## config.mk

```make
export PLATFORM = sky130hd
export DESIGN_NAME = bmem_line_arbiter
export DESIGN_NICKNAME = d
export VERILOG_FILES = /design/src/rtl/bmem_pkg.sv /design/src/rtl/bmem_rr_arbiter.sv /design/src/rtl/bmem_line_arbiter.sv
export SDC_FILE = /design/constraint.sdc
export NUM_CORES = 2
export LEC_CHECK = 0
export BUFFER_PORTS_ARGS = -buffer_cell sky130_fd_sc_hd__buf_4
export CORE_AREA = 2 2 386 388
export CTS_BUF_LIST = sky130_fd_sc_hd__clkbuf_8
export DETAILED_ROUTE_END_ITERATION = 16
export DIE_AREA = 0 0 388 390
export GPL_TIMING_DRIVEN = 0
export RECOVER_POWER = 50
export SETUP_SLACK_MARGIN = 0.05
export SLEW_MARGIN = 5
export SYNTH_ARGS = -nofsm -noshare
export SYNTH_HDL_FRONTEND = slang
export SYNTH_SLANG_ARGS = --single-unit
export TNS_END_PERCENT = 1
```

## constraint.sdc

```tcl
create_clock -name clk -period 30.3 [get_ports clk]
set_clock_uncertainty 0.15 [all_clocks]
set_input_delay 1.515 -clock clk [delete_from_list [all_inputs] [get_ports clk]]
set_output_delay 1.515 -clock clk [all_outputs]
set_load 0.05 [all_outputs]
```

## src/rtl/bmem_pkg.sv

```systemverilog
// Shared types and constants for the burst-memory line arbiter.
// Line geometry, FSM state encoding and client grant encoding.
package bmem_pkg;

    localparam int ADDR_WIDTH  = 32;
    localparam int LINE_WIDTH  = 256;
    localparam int BEAT_WIDTH  = 64;
    localparam int BEATS       = LINE_WIDTH / BEAT_WIDTH;
    localparam int OFFSET_BITS = 5;
    localparam int BEAT_CNT_W  = $clog2(BEATS);

    typedef enum logic [2:0] {
        IDLE,
        RD_REQ,
        RD_DATA,
        WR_DATA,
        WR_WAIT,
        DONE
    } bmem_state_t;

    typedef enum logic {
        GNT_I,
        GNT_D
    } bmem_gnt_t;

    function automatic logic [ADDR_WIDTH-1:0] line_align(input logic [ADDR_WIDTH-1:0] a);
        return a & ~ADDR_WIDTH'((1 << OFFSET_BITS) - 1);
    endfunction

endpackage

```

## src/rtl/bmem_rr_arbiter.sv

```systemverilog
// Two-way round-robin arbiter: on contention the client that did not win last time is granted.
// Purely combinational; grant is one-hot or zero when disabled / no request.
module bmem_rr_arbiter
    import bmem_pkg::*;
(
    input  logic [1:0] req,
    input  logic       en,
    input  bmem_gnt_t  last_grant,
    output logic [1:0] grant
);

    always_comb begin
        grant = 2'b00;
        if (en) begin
            if (req == 2'b11) begin
                grant = (last_grant == GNT_I) ? 2'b10 : 2'b01;
            end else begin
                grant = req;
            end
        end
    end

endmodule

```

## src/rtl/bmem_line_arbiter.sv

```systemverilog
// Arbitrates I-cache and D-cache line requests onto one bmem port, one 4-beat burst per line,
// and returns the assembled line with a single-cycle resp to the granted client.
module bmem_line_arbiter
    import bmem_pkg::*;
(
    input  logic                  clk,
    input  logic                  rst,
    input  logic [ADDR_WIDTH-1:0] icache_addr,
    input  logic                  icache_read,
    output logic [LINE_WIDTH-1:0] icache_rdata,
    output logic                  icache_resp,
    input  logic [ADDR_WIDTH-1:0] dcache_addr,
    input  logic                  dcache_read,
    input  logic                  dcache_write,
    input  logic [LINE_WIDTH-1:0] dcache_wdata,
    output logic [LINE_WIDTH-1:0] dcache_rdata,
    output logic                  dcache_resp,
    output logic [ADDR_WIDTH-1:0] bmem_address,
    output logic                  bmem_read,
    output logic                  bmem_write,
    output logic [BEAT_WIDTH-1:0] bmem_wdata,
    input  logic [BEAT_WIDTH-1:0] bmem_rdata,
    input  logic                  bmem_resp
);

    bmem_state_t           state_q, state_d;
    bmem_gnt_t             last_grant_q, last_grant_d;
    logic [BEAT_CNT_W-1:0] beat_cnt_q, beat_cnt_d;
    logic [ADDR_WIDTH-1:0] addr_q, addr_d;
    logic [LINE_WIDTH-1:0] wline_q, wline_d;
    logic [LINE_WIDTH-1:0] line_q, line_d;
    logic [LINE_WIDTH-1:0] irdata_q, irdata_d;
    logic [LINE_WIDTH-1:0] drdata_q, drdata_d;
    logic [1:0]            grant;
    logic                  beat_last;

    assign beat_last = (beat_cnt_q == BEAT_CNT_W'(BEATS - 1));

    bmem_rr_arbiter u_rr (
        .req        ({dcache_read | dcache_write, icache_read}),
        .en         (state_q == IDLE),
        .last_grant (last_grant_q),
        .grant      (grant)
    );

    always_ff @(posedge clk or posedge rst) begin
        if (rst) begin
            state_q      <= IDLE;
            last_grant_q <= GNT_I;
            beat_cnt_q   <= '0;
            addr_q       <= '0;
            wline_q      <= '0;
            line_q       <= '0;
            irdata_q     <= '0;
            drdata_q     <= '0;
        end else begin
            state_q      <= state_d;
            last_grant_q <= last_grant_d;
            beat_cnt_q   <= beat_cnt_d;
            addr_q       <= addr_d;
            wline_q      <= wline_d;
            line_q       <= line_d;
            irdata_q     <= irdata_d;
            drdata_q     <= drdata_d;
        end
    end

    // A D-side grant with write asserted always becomes a writeback, even if read is also high.
    always_comb begin
        state_d = state_q;
        unique case (state_q)
            IDLE: begin
                if (grant[1]) begin
                    state_d = dcache_write ? WR_DATA : RD_REQ;
                end else if (grant[0]) begin
                    state_d = RD_REQ;
                end
            end
            RD_REQ:  state_d = RD_DATA;
            RD_DATA: if (bmem_resp && beat_last) state_d = DONE;
            WR_DATA: if (beat_last) state_d = WR_WAIT;
            WR_WAIT: if (bmem_resp) state_d = DONE;
            DONE:    state_d = IDLE;
            default: state_d = IDLE;
        endcase
    end

    always_comb begin
        last_grant_d = last_grant_q;
        beat_cnt_d   = beat_cnt_q;
        addr_d       = addr_q;
        wline_d      = wline_q;
        line_d       = line_q;
        irdata_d     = irdata_q;
        drdata_d     = drdata_q;
        if (state_q == IDLE) begin
            beat_cnt_d = '0;
            if (grant[1]) begin
                last_grant_d = GNT_D;
                addr_d       = line_align(dcache_addr);
                if (dcache_write) wline_d = dcache_wdata;
            end else if (grant[0]) begin
                last_grant_d = GNT_I;
                addr_d       = line_align(icache_addr);
            end
        end
        if (state_q == RD_DATA && bmem_resp) begin
            line_d[BEAT_WIDTH*beat_cnt_q +: BEAT_WIDTH] = bmem_rdata;
            beat_cnt_d = beat_cnt_q + 1'b1;
            // Client-visible line only changes once the whole burst has arrived.
            if (beat_last) begin
                if (last_grant_q == GNT_I) irdata_d = line_d;
                else                       drdata_d = line_d;
            end
        end
        if (state_q == WR_DATA) begin
            beat_cnt_d = beat_cnt_q + 1'b1;
        end
    end

    always_comb begin
        bmem_read   = (state_q == RD_REQ);
        bmem_write  = (state_q == WR_DATA);
        bmem_wdata  = '0;
        if (state_q == WR_DATA) begin
            bmem_wdata = wline_q[BEAT_WIDTH*beat_cnt_q +: BEAT_WIDTH];
        end
        icache_resp = (state_q == DONE) && (last_grant_q == GNT_I);
        dcache_resp = (state_q == DONE) && (last_grant_q == GNT_D);
    end

    assign bmem_address = addr_q;
    assign icache_rdata = irdata_q;
    assign dcache_rdata = drdata_q;

    a_dcache_rw_conflict: assert property (@(posedge clk) disable iff (rst)
        !(state_q == IDLE && dcache_read && dcache_write))
        else $warning("bmem_line_arbiter: dcache_read and dcache_write both high, write takes priority");

    a_bmem_resp_unexpected: assert property (@(posedge clk) disable iff (rst)
        !(bmem_resp && (state_q == IDLE || state_q == RD_REQ || state_q == DONE || state_q == WR_DATA)))
        else $warning("bmem_line_arbiter: bmem_resp outside a data phase is ignored");

endmodule

```

==> flow_summary.toml <==
[critical_path]
r2r-end = "dcache_rdata[242]"
crit_required_ps = 30740
path_class = "in -> async"
worst_path_most_repeated_cell = "clkbuf_1"
end_kind = "asynchronous set/reset pin"
max_stage_delay_ps = 1600
critPathTopFamily = "buffers and inverters"
cp.buffers_inverters = 8
startpoint = "rst"
crit_arrival_ps = 10500
cp.depth = 8
r2r_cells = 9
path_max_fanout = 39
crit_chain = "clkbuf_4 > clkinvlp_2 > clkbuf_1 > clkbuf_1 > clkbuf_1 > clkbuf_1 > clkbuf_1 > clkbuf_1"
slowest_stage = "clkbuf_1"
r2r_slack_ps = 24160
worst_setup_path_start_kind = "input pin"
cp-endpoint = "dcache_rdata[88]"
r2r-start = "beat_cnt_q[1]"

[clock_network]
cts_hold_buf = 0
clockRootBuffer = "clkbuf_8"
cts_resized = 0
htree_levels = 4
clk_path_buf_depth = 3
cts_setup_buffers = 0
numCtsBuffers = 183
cts_tree = "yes"
clkSlewWorstSetupHoldPaths_ps = 60
clock_sinks = 1057
clk_latency_ps = 890

[global_routing]
grt_max_degree = 42
grt_pass1_wl_mm = 243
antenna_found_initial = 22
first_global_vias = 32000
grt-ovfl-total = 0
grt_use_total_pct = 22.4

[timing]
layout_setup_ws_ps = 20230
fin_crit_ps = 10070
hold_violations = 0
max_freq_mhz = 99.3
rsz0062_at_grt = "no"
post-route-period-util_pct = 33.2
final_max_slew_viol_count = 1029
worst_pin_slew_ps = 2260
slew-limit-headroom_pct = -51.0
final.setup.tns_ps = 0
setup_violations = 0

[routing]
vias_per_cell = 5.05
vias = 30800
firstDrtPassIters = 5
wl_met2_mm = 86.2
wl_per_cell_um = 28.4
drc_errors = 0
drt_iter0_drc = 1778
wl_met1_mm = 66.0
route.final.wire_length_mm = 173
dr.max_layer_used = "met5"
wl_met3_mm = 15.1
drtAntennaViolNets = 0

[power_and_ir_drop]
p_int_w = 0.00393
clock_power_share_pct = 19.6
power_frac_seq_pct = 33.5
p_switching_w = 0.00309
p_comb_share_pct = 47.0
ir_worst_vdd_mv = 0.0737
sw_frac_of_total_pct = 44.0
leakagePower_nw = 27.9
powerDensity_nw_per_um2 = 124

[floorplanning]
core_area_um2 = 147000
rows = 141
die-width_um = 388
io_pins = 1002
dieHeight_um = 390
initial_core_util_pct = 29.8
die_area_um2 = 151000

[flow_run]
drv_cap = 29

[min_path]
min_path_type = "reg -> reg"
min_path_cells = 1

[status]
outcome = "finished, violations left"
violations = "capacitance limit, slew limit"

[synth]
yosysSeqAreaShare_pct = 60.4
ys_top_cells_by_area = "dfrtp_1 (60%), mux2_2 (20%), a22o_1 (10%)"
avgSynthCellArea_um2 = 15.2
synth_cell_types = 40
yosys_warnings = 0
synth_edf_count = 0
synth_cells = 2883
async_reset_ff_share_pct = 100
synth_ff_type = "dfrtp_1"
syn_area_um2 = 43800
yosys.area.top_type_share_pct = 60.4
yosys.area.top_type = "dfrtp_1"
ys_seq_elements = 1057

[final_layout]
fin_util_pct = 38.6
drive_above_1_share_pct = 49.5
final_cell_mix = "dfrtp_1 (1,057), buf_4 (852), mux2_2 (768)"
synthToLayoutAreaGrowth_pct = 29.9
layout_commonest_cell = "dfrtp_1"
final_nets = 4421

[placed_design]
port_buffers = 922
gp_congestion = 0.850
pre_cts_ws_ps = 23970
dp_hpwl_mm = 133
flip-flops by register name (all words and copies together), names as in the netlist:
| register | flops |
|---|---|
| state_q | 3 |
| dcache_rdata | 256 |
| beat_cnt_q | 2 |
| wline_q | 256 |
| last_grant_q | 1 |
| line_q | 256 |
| bmem_address | 27 |
| icache_rdata | 256 |
cell families (layout without fill, tap and decap cells):
kind of cell	Yosys count	in the layout	synth area share, %
flip-flops	1057	1057	60.4
AND/OR/NAND/NOR	102	102	1.43
adder cells (fa/ha/maj)	5	5	0.143
other	1	18	0.00856
multiplexers	833	833	23.1
buffers and inverters	306	1589	3.32
AO/OA/AOI/OAI	579	579	11.6
per-layer routing:
| metal | track usage (%) | vias to the layer above |
|---|---|---|
| met5 | 0 | - |
| met1 | 25.9 | 16200 |
| li1 | - | 13100 |
| met3 | 7.98 | 273 |
| met4 | 8.17 | 14 |
| met2 | 38.2 | 1243 |
area by class of cell:
| cell class | instances | area [µm²] |
|---|---|---|
| Fill cell | 14300 | 90300 |
| Multi-Input combinational cell | 1524 | 15900 |
| Inverter | 12 | 46.3 |
| Buffer | 294 | 1390 |
| Tap cell | 1930 | 2410 |
| Clock buffer | 230 | 3170 |
| Clock inverter | 99 | 714 |
| Timing Repair Buffer | 954 | 6750 |
| Sequential cell | 1057 | 26500 |
| Antenna cell | 13 | 32.5 |
Yosys cell counts, drive strengths merged, types with 4 or more instances:
library cell,n
dfrtp,1057
mux2,768
a22o,512
buf,193
clkbuf,101
nor2b,65
mux4,64
o21bai,27
o221a,27
inv,12
nand2,8
ha,5
nor2,5
and2,4
nor3,4
nor4bb,4
worst min path at each step:
stage | from | to | slack, ps
after floorplan | line_q[124] | line_q[124] | 320
after global placement | wline_q[221] | wline_q[221] | 330
after detailed placement | line_q[48] | line_q[48] | 330
after CTS | wline_q[142] | wline_q[142] | 350
after global routing | wline_q[216] | wline_q[216] | 360
final | line_q[86] | line_q[86] | 350
worst reg2reg max path, cell delays in order (launching register included):
cell      delay, ps
dfrtp_1         770
buf_1           720
clkbuf_1        820
inv_1           370
ha_1            530
nor4bb_1        460
clkbuf_1        750
clkbuf_1        710
a22o_1          550
mux2_2          260
through the flow:
step	total power, W	hold WS (ps)	area, µm²	cells
global placement	0.00570	332	53100	5739
detailed placement	0.00574	331	53800	5771
global route	0.00734	361	56800	6107
finish	0.00703	348	56900	6113
floorplan	0.00455	316	43800	2887
CTS	0.00714	350	57700	6100
power by group through the flow:
| stage | Clock (W) | Sequential (W) | Combinational [W] |
|---|---|---|---|
| after global routing | 0.00148 | 0.00242 | 0.00345 |
| after CTS | 0.00141 | 0.00235 | 0.00338 |
| after global placement | 0 | 0.00237 | 0.00334 |
| after detailed placement | 0 | 0.00236 | 0.00338 |
| after floorplan | 0 | 0.00326 | 0.00129 |
| final | 0.00138 | 0.00235 | 0.00330 |
(Power assumes the default switching activity.)
